File: src/rtl/cache_refill_ctrl.sv
// Refill controller for a set-associative data cache. It writes back a dirty victim word
// if needed, fetches or allocates the missing word, then returns a single-cycle fill.
module cache_refill_ctrl #(
    parameter int unsigned TIMEOUT_CYCLES = 255,
    parameter int unsigned WAY            = 4
) (
    input  logic                                   clk,
    input  logic                                   reset,
    input  logic                                   miss_valid,
    output logic                                   miss_ready,
    input  logic [31:0]                            miss_addr,
    input  logic                                   miss_write,
    input  logic [31:0]                            miss_wdata,
    input  logic [((WAY > 1) ? $clog2(WAY) : 1)-1:0] miss_way,
    input  logic                                   victim_dirty,
    input  logic [31:0]                            victim_addr,
    input  logic [31:0]                            victim_data,
    output logic                                   mem_req_valid,
    input  logic                                   mem_req_ready,
    output logic                                   mem_req_write,
    output logic [31:0]                            mem_req_addr,
    output logic [31:0]                            mem_req_wdata,
    input  logic                                   mem_resp_valid,
    input  logic [31:0]                            mem_resp_data,
    output logic                                   fill_valid,
    output logic [31:0]                            fill_addr,
    output logic [((WAY > 1) ? $clog2(WAY) : 1)-1:0] fill_way,
    output logic [31:0]                            fill_data,
    output logic                                   fill_dirty,
    output logic                                   miss_err,
    output logic                                   err_sticky,
    output logic                                   busy
);
    localparam int unsigned   WW       = (WAY > 1) ? $clog2(WAY) : 1;
    localparam int unsigned   CW       = $clog2(TIMEOUT_CYCLES + 1);
    localparam logic [CW-1:0] CNT_LAST = CW'(TIMEOUT_CYCLES - 1);

    typedef enum logic [2:0] {
        S_IDLE,
        S_WB_REQ,
        S_RD_REQ,
        S_RD_WAIT,
        S_FILL
    } state_t;

    state_t        r_state;
    logic [31:0]   r_miss_addr;
    logic          r_miss_write;
    logic [31:0]   r_miss_wdata;
    logic [WW-1:0] r_miss_way;
    logic [CW-1:0] r_cnt;

    logic [31:0]   w_miss_addr_al;
    logic [31:0]   w_victim_addr_al;

    assign w_miss_addr_al   = miss_addr & 32'hFFFF_FFFC;
    assign w_victim_addr_al = victim_addr & 32'hFFFF_FFFC;

    assign miss_ready = (r_state == S_IDLE);
    assign busy       = (r_state != S_IDLE);

    // NOTE: every register, outputs included, sits on the asynchronous reset and is
    // updated with non-blocking assignments only, so a reset drops a request mid-cycle.
    always_ff @(posedge clk or posedge reset) begin
        if (reset) begin
            r_state       <= S_IDLE;
            r_miss_addr   <= '0;
            r_miss_write  <= 1'b0;
            r_miss_wdata  <= '0;
            r_miss_way    <= '0;
            r_cnt         <= '0;
            mem_req_valid <= 1'b0;
            mem_req_write <= 1'b0;
            mem_req_addr  <= '0;
            mem_req_wdata <= '0;
            fill_valid    <= 1'b0;
            fill_addr     <= '0;
            fill_way      <= '0;
            fill_data     <= '0;
            fill_dirty    <= 1'b0;
            miss_err      <= 1'b0;
            err_sticky    <= 1'b0;
        end else begin
            fill_valid <= 1'b0;
            miss_err   <= 1'b0;
            case (r_state)
                S_IDLE: begin
                    if (miss_valid) begin
                        r_miss_addr  <= w_miss_addr_al;
                        r_miss_write <= miss_write;
                        r_miss_wdata <= miss_wdata;
                        r_miss_way   <= miss_way;
                        if (victim_dirty) begin
                            r_state       <= S_WB_REQ;
                            mem_req_valid <= 1'b1;
                            mem_req_write <= 1'b1;
                            mem_req_addr  <= w_victim_addr_al;
                            mem_req_wdata <= victim_data;
                        end else if (!miss_write) begin
                            r_state       <= S_RD_REQ;
                            mem_req_valid <= 1'b1;
                            mem_req_write <= 1'b0;
                            mem_req_addr  <= w_miss_addr_al;
                            mem_req_wdata <= '0;
                        end else begin
                            // Clean store miss: allocate the store data without touching memory.
                            r_state    <= S_FILL;
                            fill_valid <= 1'b1;
                            fill_addr  <= w_miss_addr_al;
                            fill_way   <= miss_way;
                            fill_data  <= miss_wdata;
                            fill_dirty <= 1'b1;
                        end
                    end
                end
                S_WB_REQ: begin
                    if (mem_req_ready) begin
                        if (!r_miss_write) begin
                            r_state       <= S_RD_REQ;
                            mem_req_valid <= 1'b1;
                            mem_req_write <= 1'b0;
                            mem_req_addr  <= r_miss_addr;
                            mem_req_wdata <= '0;
                        end else begin
                            r_state       <= S_FILL;
                            mem_req_valid <= 1'b0;
                            fill_valid    <= 1'b1;
                            fill_addr     <= r_miss_addr;
                            fill_way      <= r_miss_way;
                            fill_data     <= r_miss_wdata;
                            fill_dirty    <= 1'b1;
                        end
                    end
                end
                S_RD_REQ: begin
                    if (mem_req_ready) begin
                        r_state       <= S_RD_WAIT;
                        mem_req_valid <= 1'b0;
                        r_cnt         <= '0;
                    end
                end
                S_RD_WAIT: begin
                    // A response in the last allowed cycle still wins over the timeout.
                    if (mem_resp_valid) begin
                        r_state    <= S_FILL;
                        fill_valid <= 1'b1;
                        fill_addr  <= r_miss_addr;
                        fill_way   <= r_miss_way;
                        fill_data  <= mem_resp_data;
                        fill_dirty <= 1'b0;
                    end else if (r_cnt == CNT_LAST) begin
                        r_state    <= S_IDLE;
                        miss_err   <= 1'b1;
                        err_sticky <= 1'b1;
                    end else begin
                        r_cnt <= r_cnt + CW'(1);
                    end
                end
                S_FILL: begin
                    r_state <= S_IDLE;
                end
                default: begin
                    r_state <= S_IDLE;
                end
            endcase
        end
    end
endmodule

File: config.mk
export PLATFORM = sky130hd
export DESIGN_NAME = cache_refill_ctrl
export DESIGN_NICKNAME = d
export VERILOG_FILES = /design/src/rtl/cache_refill_ctrl.sv
export SDC_FILE = /design/constraint.sdc
export NUM_CORES = 1
export LEC_CHECK = 0
export ABC_AREA = 1
export BUFFER_PORTS_ARGS = -buffer_cell sky130_fd_sc_hd__buf_4
export CORE_MARGIN = 8
export CORE_UTILIZATION = 56
export DETAILED_ROUTE_END_ITERATION = 12
export HOLD_SLACK_MARGIN = 0.06
export PLACE_DENSITY = 0.95
export RECOVER_POWER = 25
export SETUP_SLACK_MARGIN = 0.02
export SYNTH_ARGS = -nofsm -noshare
export SYNTH_HDL_FRONTEND = slang
export SYNTH_SLANG_ARGS = --single-unit
File: constraint.sdc
create_clock -name clk -period 11.1 [get_ports clk]
set_clock_uncertainty 0.05 [all_clocks]
set_input_delay 0.555 -clock clk [delete_from_list [all_inputs] [get_ports clk]]
set_output_delay 0.555 -clock clk [all_outputs]
set_load 0.005 [all_outputs]
==> results.json, run 1 <==
{
  "p_int_mw": 2.10,
  "layout-area-overhead-vs-synth_pct": 28.6,
  "max_freq_ghz": 0.201,
  "simple_gate_area_share_of_the_yosys_netlist_pct": 26.8,
  "grt_pass1_wl_um": 51200,
  "rsz0062_at_grt": "no",
  "arrival_time_of_data_at_the_critical_path_endpoint_ns": 5.44,
  "cts_tree": "yes",
  "synth_seq_area_share_pct": 51.6,
  "slew_headroom_pct": -319,
  "fp.coreArea_um2": 17800,
  "synth_compound_area_share_pct": 11.6,
  "critical_path.cell_chain": "clkbuf_4 > clkinvlp_2 > buf_4",
  "clock-sinks": 208,
  "power.switching_fraction_pct": 40.7,
  "synth_xor_area_share_pct": 0,
  "pre_cts_slack_ns": 7.48,
  "crit_slowest_cell": "sky130_fd_sc_hd__clkinvlp_2",
  "top_cell_family_by_delay_on_the_critical_path": "buffers and inverters",
  "nets": 1749,
  "finalHoldWorstSlack_ns": 0.239,
  "syn-mean-instance-area_um2": 7.55,
  "top_level_ports": 307,
  "io_buffers": 298,
  "synth_mux_area_share_pct": 0,
  "gpl.final_weighted_congestion": 0.862,
  "number_of_maximum_capacitance_constraint_violations": 1,
  "via_count_of_the_first_global_routing_pass": 10061,
  "synth_adder_area_share_pct": 0.248,
  "cp_max_fo": 140,
  "yosys.area.top_type_share_pct": 51.6,
  "worst_pin_slew_ns": 6.25,
  "rows": 49,
  "synthTopCellsByArea": "sky130_fd_sc_hd__dfrtp_1 (52%), sky130_fd_sc_hd__nand2_1 (18%), sky130_fd_sc_hd__o21ai_0 (11%)",
  "synthesis.yosys.warnings": 0,
  "leakagePower_nw": 6.91,
  "hold_viol_final": 0,
  "hold_path.class": "in2reg",
  "combinationalPowerShare_pct": 42.5,
  "groute.usage.overall_pct": 28.2,
  "synth_ff_type": "sky130_fd_sc_hd__dfrtp_1",
  "grt_start_max_net_pins": 141,
  "h_tree_level_count": 1,
  "main_combinational_cell_family_by_area_after_synthesis": "simple AND/OR/NAND/NOR gates",
  "pwr_density_cell_nw_per_um2": 272,
  "clock_power_share_pct": 20.8,
  "timing.final.max_slew_violations": 141,
  "drtPass1Iterations": 7,
  "synth.cell_area_um2": 10100,
  "root_buffer": "sky130_fd_sc_hd__clkbuf_16",
  "syn-instance-count": 1335,
  "yosys-top-cells-count": "sky130_fd_sc_hd__nand2_1 (489), sky130_fd_sc_hd__o21ai_0 (227), sky130_fd_sc_hd__dfrtp_1 (208)",
  "violations": "capacitance limit, slew limit",
  "postCtsHoldBufs": 0,
  "clkLatencyLatePin_ns": 0.51,
  "grt_overflow_total": 0,
  "outcome": "complete, but fails checks",
  "post_cts_buffers": 0,
  "finalWorstPathRequiredPeriod_ns": 4.99,
  "netlist.top_cell.by_area": "sky130_fd_sc_hd__dfrtp_1",
  "initial_core_util_pct": 56.5,
  "synth_enable_flop_cells": 0,
  "die_w_um": 150,
  "antenna_violations_before_repair": 0,
  "vias_per_cell": 5.58,
  "antenna_cells_inserted": 0,
  "synthDistinctLibCells": 24,
  "critical_path.n_buffers_inverters": 3,
  "hpwlAfterDp_um": 21300,
  "drive_gt1_share_pct": 22.1,
  "drt-wirelength-per-cell_um": 17.9,
  "ys_ff_latch": 208,
  "final-setup-viol-count": 0,
  "final_period_util_pct": 44.9,
  "die_area_um2": 22600,
  "cts_inserted_buffers": 23,
  "power_switching_mw": 1.44,
  "dr_total_vias": 10161,
  "post_route_utilization_pct": 72.7,
  "clock_path_buffers": 3,
  "peak_vdd_ir_mv": 0.165,
  "yosys.cell_count.top_type": "sky130_fd_sc_hd__nand2_1",
  "tns_ns": 0,
  "total_power_mw": 3.53,
  "share_seq_of_total_power_pct": 36.7,
  "cp_data_required_time_ns": 11.56,
  "worst_setup_sp_type": "primary input",
  "slowest_delay_ns": 3.44,
  "cts.repair.resized": 0,
  "die_h_um": 150,
  "route.detailed.drc": 0,
  "drt.antenna.violating_nets": 0,
  "synth_async_sr_flop_share_pct": 100,
  "layout_setup_ws_ns": 6.11,
  "detail_route.iter0.violations": 859,
  "finalWirelength_um": 32600,
  "clkSlewWorstSetupHoldPaths_ns": 0.06,
  "timing.setup.critical_path_class": "in2async",
  "cp-end-kind": "async pin"
}
[worst paths after layout]
| path | startpoint | end | slack, ns | cells after the start |
|---|---|---|---|---|
| min reg2reg | r_miss_wdata[23] | r_miss_wdata[23] | 0.42 | 2 |
| min in group asynchronous | reset | fill_addr[7] | 1.95 | 2 |
| max in group clk | r_state[0] | mem_req_wdata[9] | 7.52 | 8 |
| min | miss_wdata[25] | r_miss_wdata[25] | 0.24 | 3 |
| max | reset | mem_req_addr[31] | 6.11 | 3 |
| max reg2reg | r_state[0] | mem_req_wdata[9] | 7.52 | 8 |
[sequential cells by signal, indices dropped and copies added, names as in the netlist]
name,cells
err_sticky,1
fill_addr,30
fill_data,32
fill_dirty,1
fill_valid,1
fill_way,2
mem_req_addr,30
mem_req_valid,1
mem_req_wdata,32
mem_req_write,1
miss_err,1
r_cnt,8
r_miss_addr,30
r_miss_way,2
r_miss_wdata,32
r_miss_write,1
r_state,3
[logic make-up after synthesis]
family | Yosys count
simple gates | 661
buf+inv | 231
compound gates | 232
other cells | 1
flops | 208
fa+ha+maj | 2
[tightest hold or removal path, delay by kind of cell]
family	cells	cell delay (ns)
buffers and inverters	1	0.08
AND/OR/NAND/NOR	2	0.12
[per-stage QoR]
step / instances / instance area [um^2]
after floorplan: 1338 / 10100
after global placement: 1782 / 12300
after detailed placement: 1782 / 12300
after CTS: 1822 / 13000
after global routing: 1822 / 13000
final: 1822 / 13000
[final cells by class]
type | instances | area [um^2]
sequential | 208 | 5200
fill | 1262 | 4870
inverter | 141 | 531
clock buffer | 36 | 694
timing repair buffer | 305 | 2290
tap | 229 | 287
clock inverter | 4 | 27.5
multi-input combinational | 899 | 3940
[power by group through the flow]
stage / clock network, mW / registers (mW) / logic [mW]
finish: 0.735 / 1.30 / 1.50
global route: 0.773 / 1.33 / 1.68
CTS: 0.740 / 1.29 / 1.50
detailed placement: 0 / 1.29 / 1.49
global placement: 0 / 1.28 / 1.41
floorplan: 0 / 1.27 / 0.868
[cells in the final DEF, fill, tap and decap left out]
cell,count
sky130_fd_sc_hd__clkinv_4,1
sky130_fd_sc_hd__nor2_2,2
sky130_fd_sc_hd__clkbuf_1,6
sky130_fd_sc_hd__nand2_2,2
sky130_fd_sc_hd__nand2_4,2
sky130_fd_sc_hd__nand3_4,1
sky130_fd_sc_hd__buf_4,304
sky130_fd_sc_hd__conb_1,4
sky130_fd_sc_hd__nand4_1,2
sky130_fd_sc_hd__nand3b_1,3
sky130_fd_sc_hd__nor2_1,16
sky130_fd_sc_hd__nand3_1,144
sky130_fd_sc_hd__clkinvlp_2,1
sky130_fd_sc_hd__ha_1,2
sky130_fd_sc_hd__a21o_1,1
sky130_fd_sc_hd__inv_1,138
sky130_fd_sc_hd__nand2_1,486
sky130_fd_sc_hd__clkbuf_8,7
sky130_fd_sc_hd__inv_2,2
sky130_fd_sc_hd__clkbuf_16,23
sky130_fd_sc_hd__o21bai_1,2
sky130_fd_sc_hd__clkinv_2,2
sky130_fd_sc_hd__dfrtp_1,208
sky130_fd_sc_hd__a21oi_1,2
sky130_fd_sc_hd__nor2_4,1
sky130_fd_sc_hd__or2_2,2
sky130_fd_sc_hd__inv_6,1
sky130_fd_sc_hd__o21ai_0,227
sky130_fd_sc_hd__clkbuf_4,1
[per-layer routing]
layer	wire length [um]	part of all wire, %	vias to the layer above	global-route usage, %
met2	15800	48	625	47.2
met1	11900	36	4756	33.8
li1	-	-	4676	-
met5	0	0	-	0
met4	1230	3.8	0	12.1
met3	3740	11	104	7.39
(Power assumes the default switching activity.)
==> run 2: changes to the inputs <==
- CORE_UTILIZATION: 56 -> 47
- PLACE_DENSITY: 0.95 -> 0.88
- clock period: 11.1 -> 4.3 ns (I/O delays scaled with it)
==> run 2 against run 1 <==
Wire length rose by 14%. Critical path type is now reg2reg. The run still ends with capacitance limit, slew limit left. Final area rose by 9.6%. Critical endpoint is now fill_data[25]. Sequential cell count stayed put. Cell count rose by 9.9%. Largest cell class unchanged.
==> results.json, run 2 (synthesized netlist as in run 1, its figures left out) <==
{
  "outcome": "complete, but fails checks",
  "violations": "capacitance limit, slew limit",
  "reg2reg_to": "fill_data[25]",
  "worst_r2r_startpoint": "r_state[0]",
  "combinationalPowerShare_pct": 42.6,
  "io_buffers": 298,
  "die_w_um": 162,
  "hold_path.class": "in2reg",
  "detail_route.iter0.violations": 1304,
  "critical_path.n_buffers_inverters": 2,
  "cts_inserted_buffers": 23,
  "pwr_density_cell_nw_per_um2": 649,
  "layout_setup_ws_ns": 1.33,
  "gr-usage-met3_pct": 7.48,
  "reg_to_reg_slack_setup_ns": 1.33,
  "clkSlewWorstSetupHoldPaths_ns": 0.06,
  "rows": 53,
  "top_cell_family_by_delay_on_the_critical_path": "buffers and inverters",
  "cp-end-kind": "flip-flop",
  "mostFrequentLayoutCells": "sky130_fd_sc_hd__nand2_1 (486), sky130_fd_sc_hd__o21ai_0 (227), sky130_fd_sc_hd__dfrtp_1 (208)",
  "grt_util_met2_pct": 45.0,
  "final_period_util_pct": 69.0,
  "grt_most_used_layer": "met2",
  "dr_total_vias": 10864,
  "tns_ns": 0,
  "layout.cells.most_common": "sky130_fd_sc_hd__nand2_1",
  "number_of_maximum_capacitance_constraint_violations": 1,
  "slew_headroom_pct": -11.3,
  "grt_overflow_total": 0,
  "initial_core_util_pct": 48.0,
  "clock_power_share_pct": 20.8,
  "reg2regPathDepth": 7,
  "min_from": "mem_req_ready",
  "via_count_of_the_first_global_routing_pass": 11098,
  "top_level_ports": 307,
  "fp.coreArea_um2": 21000,
  "pre_cts_slack_ns": 1.51,
  "groute.usage.overall_pct": 27.0,
  "die_area_um2": 26400,
  "clock-sinks": 208,
  "number_of_cells_on_the_critical_path": 7,
  "arrival_time_of_data_at_the_critical_path_endpoint_ns": 3.24,
  "finalWorstPathRequiredPeriod_ns": 2.97,
  "crit_slowest_cell": "sky130_fd_sc_hd__dfrtp_1",
  "hold_viol_final": 0,
  "root_buffer": "sky130_fd_sc_hd__clkbuf_16",
  "clock_path_buffers": 3,
  "post_route_utilization_pct": 67.6,
  "drt.antenna.violating_nets": 0,
  "drt-wirelength-per-cell_um": 18.5,
  "drtPass1Iterations": 6,
  "total_power_mw": 9.22,
  "timing.final.max_slew_violations": 34,
  "hpwlAfterDp_um": 20800,
  "rsz0062_at_grt": "no",
  "h_tree_level_count": 1,
  "cp_max_fo": 59,
  "leakagePower_nw": 7.28,
  "share_seq_of_total_power_pct": 36.6,
  "vias_per_cell": 5.42,
  "met1_usage_pct": 32.1,
  "max_freq_ghz": 0.337,
  "finalWirelength_um": 37000,
  "cts_tree": "yes",
  "slowest_delay_ns": 0.62,
  "grt_pass1_wl_um": 58200,
  "cells_on_worst_hold_path": 3,
  "layout-area-overhead-vs-synth_pct": 40.9,
  "final-setup-viol-count": 0,
  "top_regs": "fill_data (32), mem_req_wdata (32), r_miss_wdata (32)",
  "worst_setup_sp_type": "flip-flop",
  "power.switching_fraction_pct": 41.9,
  "critical_path.cell_chain": "nand2_1 > nor2_2 > buf_4 > nand2_1 > nand3_4 > buf_4 > o21ai_0",
  "cp_data_required_time_ns": 4.57,
  "route.detailed.drc": 0,
  "cts.repair.resized": 0,
  "clkLatencyLatePin_ns": 0.50,
  "min_delay_worst_endpoint": "r_state[2]",
  "grt_start_max_net_pins": 98,
  "nets": 1884,
  "gpl.final_weighted_congestion": 0.833,
  "drive_gt1_share_pct": 17.8,
  "timing.setup.critical_path_class": "reg2reg",
  "antenna_violations_before_repair": 3,
  "die_h_um": 162,
  "peak_vdd_ir_mv": 0.358,
  "power_switching_mw": 3.87,
  "p_int_mw": 5.36,
  "worst_pin_slew_ns": 1.66
}
==> run 2: cell types whose count changed in the layout (fill, tap and decap cells not counted), sizes merged <==
| cell | change |
|---|---|
| buf | -99 |
| bufinv | +1 |
| clkbuf | +101 |
| clkinv | +1 |
| diode | +1 |
| dlygate4sd3 | +131 |
| inv | -1 |
==> run 2: metal layers <==
metal | vias to the layer above | wire (um)
li1 | 4946 | -
met1 | 5057 | 13600
met3 | 132 | 4030
met4 | 4 | 1670
met2 | 725 | 17600
met5 | - | 27
==> run 2: worst max-delay path by stage <==
stage,to,start,slack [ns]
2_1_floorplan,err_sticky,reset,1.33
3_3_place_gp,fill_data[18],r_state[0],1.61
3_5_place_dp,mem_req_wdata[18],r_state[0],1.51
4_1_cts,mem_req_wdata[18],r_state[0],1.49
5_1_grt,fill_data[8],r_state[0],1.19
6_report,fill_data[25],r_state[0],1.33
==> run 2: final cells by class <==
type	instances	area, um^2
clock inverter	5	50.0
sequential	208	5200
antenna	1	2.50
multi-input combinational	899	3940
clock buffer	34	667
fill	1518	6810
tap	275	344
inverter	141	531
timing repair buffer	440	3480
==> run 2: power by group through the flow <==
stage | combinational [mW] | sequential (mW) | clock, mW
2_1_floorplan | 2.24 | 3.27 | 0
3_3_place_gp | 3.70 | 3.31 | 0
3_5_place_dp | 3.84 | 3.33 | 0
4_1_cts | 3.96 | 3.32 | 1.94
5_1_grt | 4.37 | 3.45 | 2.02
6_report | 3.93 | 3.38 | 1.92
==> run 2: per-stage QoR <==
step | cells | hold slack, ns | cell area, um^2
after detailed placement | 1832 | 0.358 | 12400
after global routing | 2003 | 0.108 | 14200
after CTS | 2002 | 0.0791 | 14400
final | 2003 | 0.100 | 14200
after floorplan | 1338 | 0.310 | 10100
after global placement | 1832 | 0.362 | 12400
==> run 2: repair_timing <==
item                      in CTS  in global routing
hold buffers                 131                  0
hold endpoints to repair     193                  0
setup buffers                  0                  0
==> run 2: worst register-to-register path, stage by stage, from the launching register on <==
cell,delay (ns)
sky130_fd_sc_hd__dfrtp_1,0.62
sky130_fd_sc_hd__nand2_1,0.12
sky130_fd_sc_hd__nor2_2,0.09
sky130_fd_sc_hd__buf_4,0.41
sky130_fd_sc_hd__nand2_1,0.23
sky130_fd_sc_hd__nand3_4,0.42
sky130_fd_sc_hd__buf_4,0.57
sky130_fd_sc_hd__o21ai_0,0.28
